**src/rtl/mux_select_sequencer.sv**
```systemverilog
// Round-robin sequencer driving the select pair of an external 4:1 mux, waiting a settle
// time, capturing mux_out and presenting it on a valid/ready port. Optional: MUX_SEQ_BURST_EN.
module mux_select_sequencer #(
  parameter int unsigned SETTLE_CYCLES = 2,
  parameter int unsigned BURST_LEN     = 4
) (
  input  logic       clk,
  input  logic       reset_n,
  input  logic [3:0] req,
  input  logic       mux_out,
  output logic       address0,
  output logic       address1,
  output logic [3:0] grant,
  output logic       sample_valid,
  output logic       sample_data,
  output logic [1:0] sample_chan,
  input  logic       sample_ready,
  output logic [1:0] dbg_state
);

  // Handshake: a sample transfers on any rising edge where sample_valid && sample_ready;
  // once raised, sample_valid and its payload hold until that transfer happens.

  typedef enum logic [1:0] {IDLE = 2'd0, SETTLE = 2'd1, CAPTURE = 2'd2, HOLD = 2'd3} state_t;

  localparam logic [3:0] SETTLE_LOAD = 4'(SETTLE_CYCLES - 1);

  if (SETTLE_CYCLES < 1 || SETTLE_CYCLES > 15) begin : g_bad_settle
    $error("SETTLE_CYCLES out of range 1..15");
  end
  if (BURST_LEN < 1 || BURST_LEN > 15) begin : g_bad_burst
    $error("BURST_LEN out of range 1..15");
  end

  state_t     state, state_n;
  logic [1:0] rr_ptr;
  logic [3:0] cnt;
  logic [1:0] chan;
  logic [1:0] pick;
  logic       pick_valid;
  logic       burst_more;

  assign chan      = {address1, address0};
  assign dbg_state = state;

  // First requesting channel at or after rr_ptr; scanning offsets high to low lets the
  // smallest offset win.
  always_comb begin
    pick       = rr_ptr;
    pick_valid = 1'b0;
    for (int k = 3; k >= 0; k--) begin
      if (req[rr_ptr + 2'(k)]) begin
        pick       = rr_ptr + 2'(k);
        pick_valid = 1'b1;
      end
    end
  end

`ifdef MUX_SEQ_BURST_EN
  localparam logic [3:0] BURST_MAX = 4'(BURST_LEN);
  logic [3:0] burst_cnt;
  assign burst_more = req[chan] && (burst_cnt < BURST_MAX);
`else
  assign burst_more = 1'b0;
`endif

  always_ff @(posedge clk or negedge reset_n) begin
    if (!reset_n) state <= IDLE;
    else          state <= state_n;
  end

  always_comb begin
    state_n = state;
    case (state)
      IDLE:    if (pick_valid) state_n = SETTLE;
      SETTLE:  if (cnt == 4'd0) state_n = CAPTURE;
      CAPTURE: state_n = HOLD;
      HOLD:    if (sample_ready) state_n = burst_more ? SETTLE : IDLE;
      default: state_n = IDLE;
    endcase
  end

  always_ff @(posedge clk or negedge reset_n) begin
    if (!reset_n) begin
      address0     <= 1'b0;
      address1     <= 1'b0;
      grant        <= 4'b0000;
      sample_valid <= 1'b0;
      sample_data  <= 1'b0;
      sample_chan  <= 2'd0;
      rr_ptr       <= 2'd0;
      cnt          <= 4'd0;
`ifdef MUX_SEQ_BURST_EN
      burst_cnt    <= 4'd0;
`endif
    end else begin
      case (state)
        IDLE: begin
          if (pick_valid) begin
            {address1, address0} <= pick;
            grant                <= 4'b0001 << pick;
            cnt                  <= SETTLE_LOAD;
          end
        end
        SETTLE: begin
          if (cnt != 4'd0) cnt <= cnt - 4'd1;
        end
        CAPTURE: begin
          sample_data  <= mux_out;
          sample_chan  <= chan;
          sample_valid <= 1'b1;
`ifdef MUX_SEQ_BURST_EN
          burst_cnt    <= burst_cnt + 4'd1;
`endif
        end
        HOLD: begin
          if (sample_ready) begin
            sample_valid <= 1'b0;
            if (burst_more) begin
              cnt <= SETTLE_LOAD;
            end else begin
              grant  <= 4'b0000;
              rr_ptr <= chan + 2'd1;
`ifdef MUX_SEQ_BURST_EN
              burst_cnt <= 4'd0;
`endif
            end
          end
        end
        default: ;
      endcase
    end
  end

endmodule

```
**config.mk**
```make
export PLATFORM = sky130hd
export DESIGN_NAME = mux_select_sequencer
export DESIGN_NICKNAME = d
export VERILOG_FILES = /design/src/rtl/mux_select_sequencer.sv
export SDC_FILE = /design/constraint.sdc
export NUM_CORES = 1
export LEC_CHECK = 0
export ABC_AREA = 0
export CAP_MARGIN = 30
export CORE_MARGIN = 10
export CORE_UTILIZATION = 50
export DETAILED_ROUTE_END_ITERATION = 8
export PLACE_DENSITY_LB_ADDON = 0.15
export SLEW_MARGIN = 5
export SYNTH_ARGS = -nofsm -noshare
export SYNTH_HDL_FRONTEND = slang
export SYNTH_SLANG_ARGS = --single-unit
```
**constraint.sdc**
```tcl
create_clock -name clk -period 1.85 [get_ports clk]
set_clock_uncertainty 0.1 [all_clocks]
set_input_delay 0.37 -clock clk [delete_from_list [all_inputs] [get_ports clk]]
set_output_delay 0.37 -clock clk [all_outputs]
set_load 0.02 [all_outputs]
```
## After elaboration in Yosys (flattened, before gate mapping)

Cells that the tools add are included.

| word-level totals | value |
|---|---|
| flip-flop bits (word level) | 18 |
| output and inout bits | 12 |

| cells by class | value |
|---|---|
| $lt $le $gt $ge | 4 |
| $add $sub $neg | 5 |
| equality and inequality tests | 7 |
| shifts and indexed selects | 1 |
| muxes and demuxes | 28 |
| reduce and logical (&&, ||, !) cells | 12 |

Operators by type and width:

| cell | count |
|---|---|
| $mux 4 | 4 |
| $pmux 4 s2 | 2 |
| $mux 2 | 7 |
| $lt 2x3->1 const B | 4 |
| $mux 1 | 9 |
| $reduce_and 3->1 | 3 |
| $bmux 1 s2 | 4 |
| $ne 2x2->1 const B | 4 |
| $pmux 2 s4 | 1 |
| $reduce_and 2->1 | 3 |
| $reduce_bool 2->1 | 3 |
| $add 2x1->2 const B | 2 |
| $add 2x2->2 const B | 2 |
| $eq 2x2->1 const B | 2 |
| $logic_not 4->1 | 1 |
| $reduce_bool 4->1 | 1 |
| $shl 1x2->4 const A | 1 |
| $sub 4x1->4 const B | 1 |
| $eq 2x1->1 const B | 1 |
| $logic_not 2->1 | 1 |
| $pmux 1 s2 | 1 |

## Logic depth before layout (Yosys ltp)

| depth | value |
|---|---|
| depth after elaboration | 10 |
| depth in mapped cells | 6 |
| mapped depth without buffers | 6 |

## Worst setup path after synthesis

No wires, ideal clock.

| path | value |
|---|---|
| kind | reg2reg |
| start point | register state[1], in the netlist dbg_state[1] |
| end point | register state[1], in the netlist dbg_state[1] |
| buffers on the path | 1 |
| path slack | 28 ps |
| data required time | 1,625 ps |
| setup time | 125 ps |
| stages on the path, launching flop included | 7 |
| data arrival time | 1,597 ps |
| cell sequence | dfrtp_1 -> inv_1 -> ha_1 -> buf_1 -> o21a_1 -> nor2_1 -> mux2_4 |

| on the way | value |
|---|---|
| cells in the longest elaborated chain, start to end | 3 |

RTL lines:

| element | RTL line | RTL |
|---|---|---|
| start, declared | 35 | `state_t state, state_n;` |
| start signal, assigned | 69 | `else state <= state_n;` |
| $eq 2x1->1, or another cell as far along | 74 | `case (state)` |
| $ne 2x2->1 (no source line) | -- |  |
| $reduce_and 3->1 (no source line) | -- |  |

Several ways; a longest one is shown, not always the timed one.
A chain may end at the register's enable or synchronous reset.

## Worst setup path in the final report

| path | value |
|---|---|
| start point | input req[1] |
| end point | register state[1], in the netlist dbg_state[1] |

| on the way | value |
|---|---|
| cells in the longest elaborated chain, start to end | 8 |

RTL lines:

| element | RTL line | RTL |
|---|---|---|
| start, declared | 9 | `input logic [3:0] req,` |
| $bmux 1 s2 | 52 | `if (req[rr_ptr + 2'(k)]) begin` |
| $mux 1 (implied by the code) | 52 |  |
| $mux 1 (3 in series) | 52 |  |
| $mux 1 * | 52 |  |
| $ne 2x2->1 (no source line) * | -- |  |
| $reduce_and 3->1 (no source line) * | -- |  |

Mark *: on every way between the ends. The rest lies on a longest branch, timed or not. The select of a mux whose other input is x is not followed.

==> metrics.log <==
INFO  metric run_status = finished, final reports clean
INFO  metric post-cts-setup-buffers = 0
INFO  metric synth.cell_area = about 1000 µm²
INFO  metric netlist-cell-type-count = 33
INFO  metric antenna_found_initial = 0
INFO  metric power_density = around 1700 nW/µm²
INFO  metric r2r_end = dbg_state[1]$_DFFE_PN0P_
INFO  metric number_of_buffer_cells_added_on_primary_ports = 19
INFO  metric num-nets-final = 149
INFO  metric total_power = 2.40 mW
INFO  metric worst-r2r-setup-slack = 110 ps
INFO  metric synth.ff_latch_count = 18
INFO  metric skew_pair_late_insertion_delay = 300 ps
INFO  metric critical_path.n_buffers_inverters = 1
INFO  metric globalplace.congestion = 0.726
INFO  metric maxSlewViolCount = 0
INFO  metric postPlaceCellArea = 1350 µm²
INFO  metric power_switching = ~1.0 mW
INFO  metric final_min_period_over_clock_period = 97.7%
INFO  metric setup.worst_path.start_class = input port
INFO  metric timing.final.setup_violations = 0
INFO  metric io_pins = 20
INFO  metric track_usage = ~12%
INFO  metric clk_pin_slew_worst_paths = about 110 ps
INFO  metric worst_pin_slew = between 300 and 400 ps
INFO  metric drtAntennaViolNets = 0
INFO  metric final_layout_size_suffix_gt1_share = 20.9%
INFO  metric ys_async_sr_fraction = 100%
INFO  metric worstSetupPathType = input port to register
INFO  metric critical_path.endpoint_type = register
INFO  metric seq_area_frac_synth = 44.1%
INFO  metric cts_made_buffers = 3
INFO  metric maxCapViolations = 0
INFO  metric postSynthCellCount = between 90 and 100
INFO  metric cts.sinks = 18
INFO  metric number_of_enable_type_register_cells_in_the_synthesized_netlist = 0
INFO  metric post_synthesis_average_cell_area = 10.4 µm²
INFO  metric power.internal = ~1.4 mW
INFO  metric route.detailed.vias_per_inst = between 5 and 6
INFO  metric first_pass_grt_wire_length = 4.27 mm
INFO  metric y_dimension_of_the_die = 65.2 µm
INFO  metric grt_overflow = 0
INFO  metric combinationalPowerShare = 58.5%
INFO  metric clock_root_buffer = sky130_fd_sc_hd__clkbuf_4
INFO  metric finalHoldViolCount = 0
INFO  metric post_layout_inst_area = about 1400 µm²
INFO  metric antenna-diode-count = 0
INFO  metric crit_path_top_delay_cell = sky130_fd_sc_hd__or4_4
INFO  metric irDropWorstVdd = 1190 µV
INFO  metric timing.critical_path.slowest_cell_delay = 580 ps
INFO  metric synth-warning-count = 0
INFO  metric ctsHtreeMaxLevel = 1
INFO  metric postSynthNetCount = 112
INFO  metric finalSetupTns = 0 ps
INFO  metric dp_hpwl = 1.95 mm
INFO  metric cellLeakagePower = 0.655 nW
INFO  metric initial_core_util = 52.1%
INFO  metric design.die.area = 4250 µm²
INFO  metric chip_width = 65.2 µm
INFO  metric crit_path_cell_trace = clkdlybuf4s50_1 -> or4_4 -> o22ai_4 -> nor2_2 -> mux2_4
INFO  metric layout.core_utilization = about 70%
INFO  metric sw_frac_of_total = between 40% and 50%
INFO  metric cts_tree = done
INFO  metric drt_wl_total = 2.50 mm
INFO  metric core = 1960 µm²
INFO  metric worstPathArrival = between 1500 and 2000 ps
INFO  metric num_rows = 16
INFO  metric worst_path_dominant_cell_family = simple AND/OR/NAND/NOR gates
INFO  metric rr_worst_depth = 6
INFO  metric most-common-layout-cells = sky130_fd_sc_hd__dfrtp_1 (18), sky130_fd_sc_hd__clkdlybuf4s50_1 (15), sky130_fd_sc_hd__buf_4 (15)
INFO  metric synth-main-ff-cell = sky130_fd_sc_hd__dfrtp_1
INFO  metric whs = 283 ps
INFO  metric timing.final.crit_period = 1810 ps
INFO  metric cp_data_required_time = 1940 ps
INFO  metric wire_per_inst = 15.5 µm
INFO  metric cts_hold_buffers = 0
INFO  metric post-route-drc-count = 0
INFO  metric worstReg2RegStart = cnt[0]$_DFFE_PN0P_
INFO  metric layout-area-overhead-vs-synth = 37.2%
INFO  metric first_global_vias = 975
INFO  metric timing.slew.headroom = 74.5%
INFO  metric drt_iter0_markers = 43
INFO  metric timing.critical_path.fanout_max = 3
INFO  metric route.vias.total = approximately 900
INFO  metric grt_start_max_net_pins = 19
INFO  metric fmax = around 550 MHz
INFO  metric clock_path_buffers = 2
INFO  metric worst_hold_path_type = input port to async pin
INFO  metric share_seq_of_total_power = 30.9%
INFO  metric final_common_cell = sky130_fd_sc_hd__dfrtp_1
INFO  metric firstDrtPassIters = 4
INFO  metric pwr-share-clk = roughly a tenth
[final cells by class]
| cell class | instances | area [µm²] |
|---|---|---|
| repair buffers | 34 | 305 |
| fillers | 164 | 559 |
| flip-flops and latches | 18 | 450 |
| clock buffers | 4 | 36.3 |
| multi-input cells | 68 | 539 |
| well taps | 27 | 33.8 |
| inverters | 10 | 37.5 |
[repair_timing]
item / in CTS / in global routing
endpoints found under the setup margin: 2 / 4
gates resized for setup: 2 / 5
hold endpoints to repair: 0 / 0
pin swaps: 0 / 0
[Yosys cell counts (2+ instances only)]
cell,instances,area [µm²]
sky130_fd_sc_hd__o21a_1,2,15.0
sky130_fd_sc_hd__nand3_1,2,10.0
sky130_fd_sc_hd__dfrtp_1,18,450
sky130_fd_sc_hd__o22ai_1,4,25.0
sky130_fd_sc_hd__nor3_1,2,10.0
sky130_fd_sc_hd__o21ai_0,3,15.0
sky130_fd_sc_hd__nand2_1,4,15.0
sky130_fd_sc_hd__o22a_1,2,17.5
sky130_fd_sc_hd__nor2_1,6,22.5
sky130_fd_sc_hd__a221o_1,2,20.0
sky130_fd_sc_hd__mux2i_1,4,40.0
sky130_fd_sc_hd__ha_1,6,75.1
sky130_fd_sc_hd__mux2_2,3,33.8
sky130_fd_sc_hd__inv_1,10,37.5
sky130_fd_sc_hd__a31oi_1,3,18.8
sky130_fd_sc_hd__a21oi_1,6,30.0
sky130_fd_sc_hd__nand2b_1,2,12.5
sky130_fd_sc_hd__a32o_1,4,40.0
[worst max-delay path by stage]
| stage | start | to | slack (ps) | depth (start not counted) |
|---|---|---|---|---|
| CTS | address1$_DFFE_PN0P_ | address1 | 10 | 1 |
| floorplan | dbg_state[1]$_DFFE_PN0P_ | dbg_state[1]$_DFFE_PN0P_ | 30 | 6 |
| detailed placement | req[1] | dbg_state[1]$_DFFE_PN0P_ | -270 | 5 |
| global route | cnt[0]$_DFFE_PN0P_ | dbg_state[1]$_DFFE_PN0P_ | -9 | 6 |
| global placement | req[1] | dbg_state[1]$_DFFE_PN0P_ | -250 | 5 |
| finish | req[1] | dbg_state[1]$_DFFE_PN0P_ | 40 | 5 |
[flip-flops by register name, summed over array words and instances (netlist names)]
signal / cells
address0: 1
cnt: 4
sample_data: 1
rr_ptr: 2
dbg_state: 2
sample_chan: 2
sample_valid: 1
grant: 4
address1: 1
[metrics by stage]
stage	setup slack, ps	instances
4_1_cts	14.2	161
3_3_place_gp	-245	157
2_1_floorplan	27.9	98
5_1_grt	-9.46	161
6_report	42.8	161
3_5_place_dp	-274	157
[worst reg2reg max path, stage by stage (launching register included)]
cell and delay, ps:
sky130_fd_sc_hd__dfrtp_1 410, sky130_fd_sc_hd__inv_1 120, sky130_fd_sc_hd__ha_2 210, sky130_fd_sc_hd__nand2b_1 80
sky130_fd_sc_hd__o21a_1 250, sky130_fd_sc_hd__nor2_2 150, sky130_fd_sc_hd__mux2_4 320
[cells by family after synthesis]
kind of cell | synth area share [%]
multiplexers | 8.69
adder cells (fa/ha/maj) | 7.34
AND/OR/NAND/NOR | 9.91
flip-flops | 44.1
AO/OA/AOI/OAI | 24.7
buffers and inverters | 4.41
XOR/XNOR | 0.857
[per-layer routing]
layer | vias to the layer above | wire, µm | track usage [%]
met5 | - | 0 | 0
met3 | 5 | 145 | 4.75
li1 | 442 | - | -
met1 | 453 | 969 | 12.5
met2 | 20 | 1350 | 22.1
met4 | 0 | 34 | 4.55
[power by group through the flow]
stage | clock (mW) | sequential (mW) | combinational [mW]
floorplan | 0 | 0.841 | 0.749
global placement | 0 | 0.736 | 1.34
detailed placement | 0 | 0.749 | 1.41
CTS | 0.254 | 0.740 | 1.40
global route | 0.272 | 0.768 | 1.56
finish | 0.253 | 0.742 | 1.40
No activity file was read; power rests on OpenSTA's default activity.
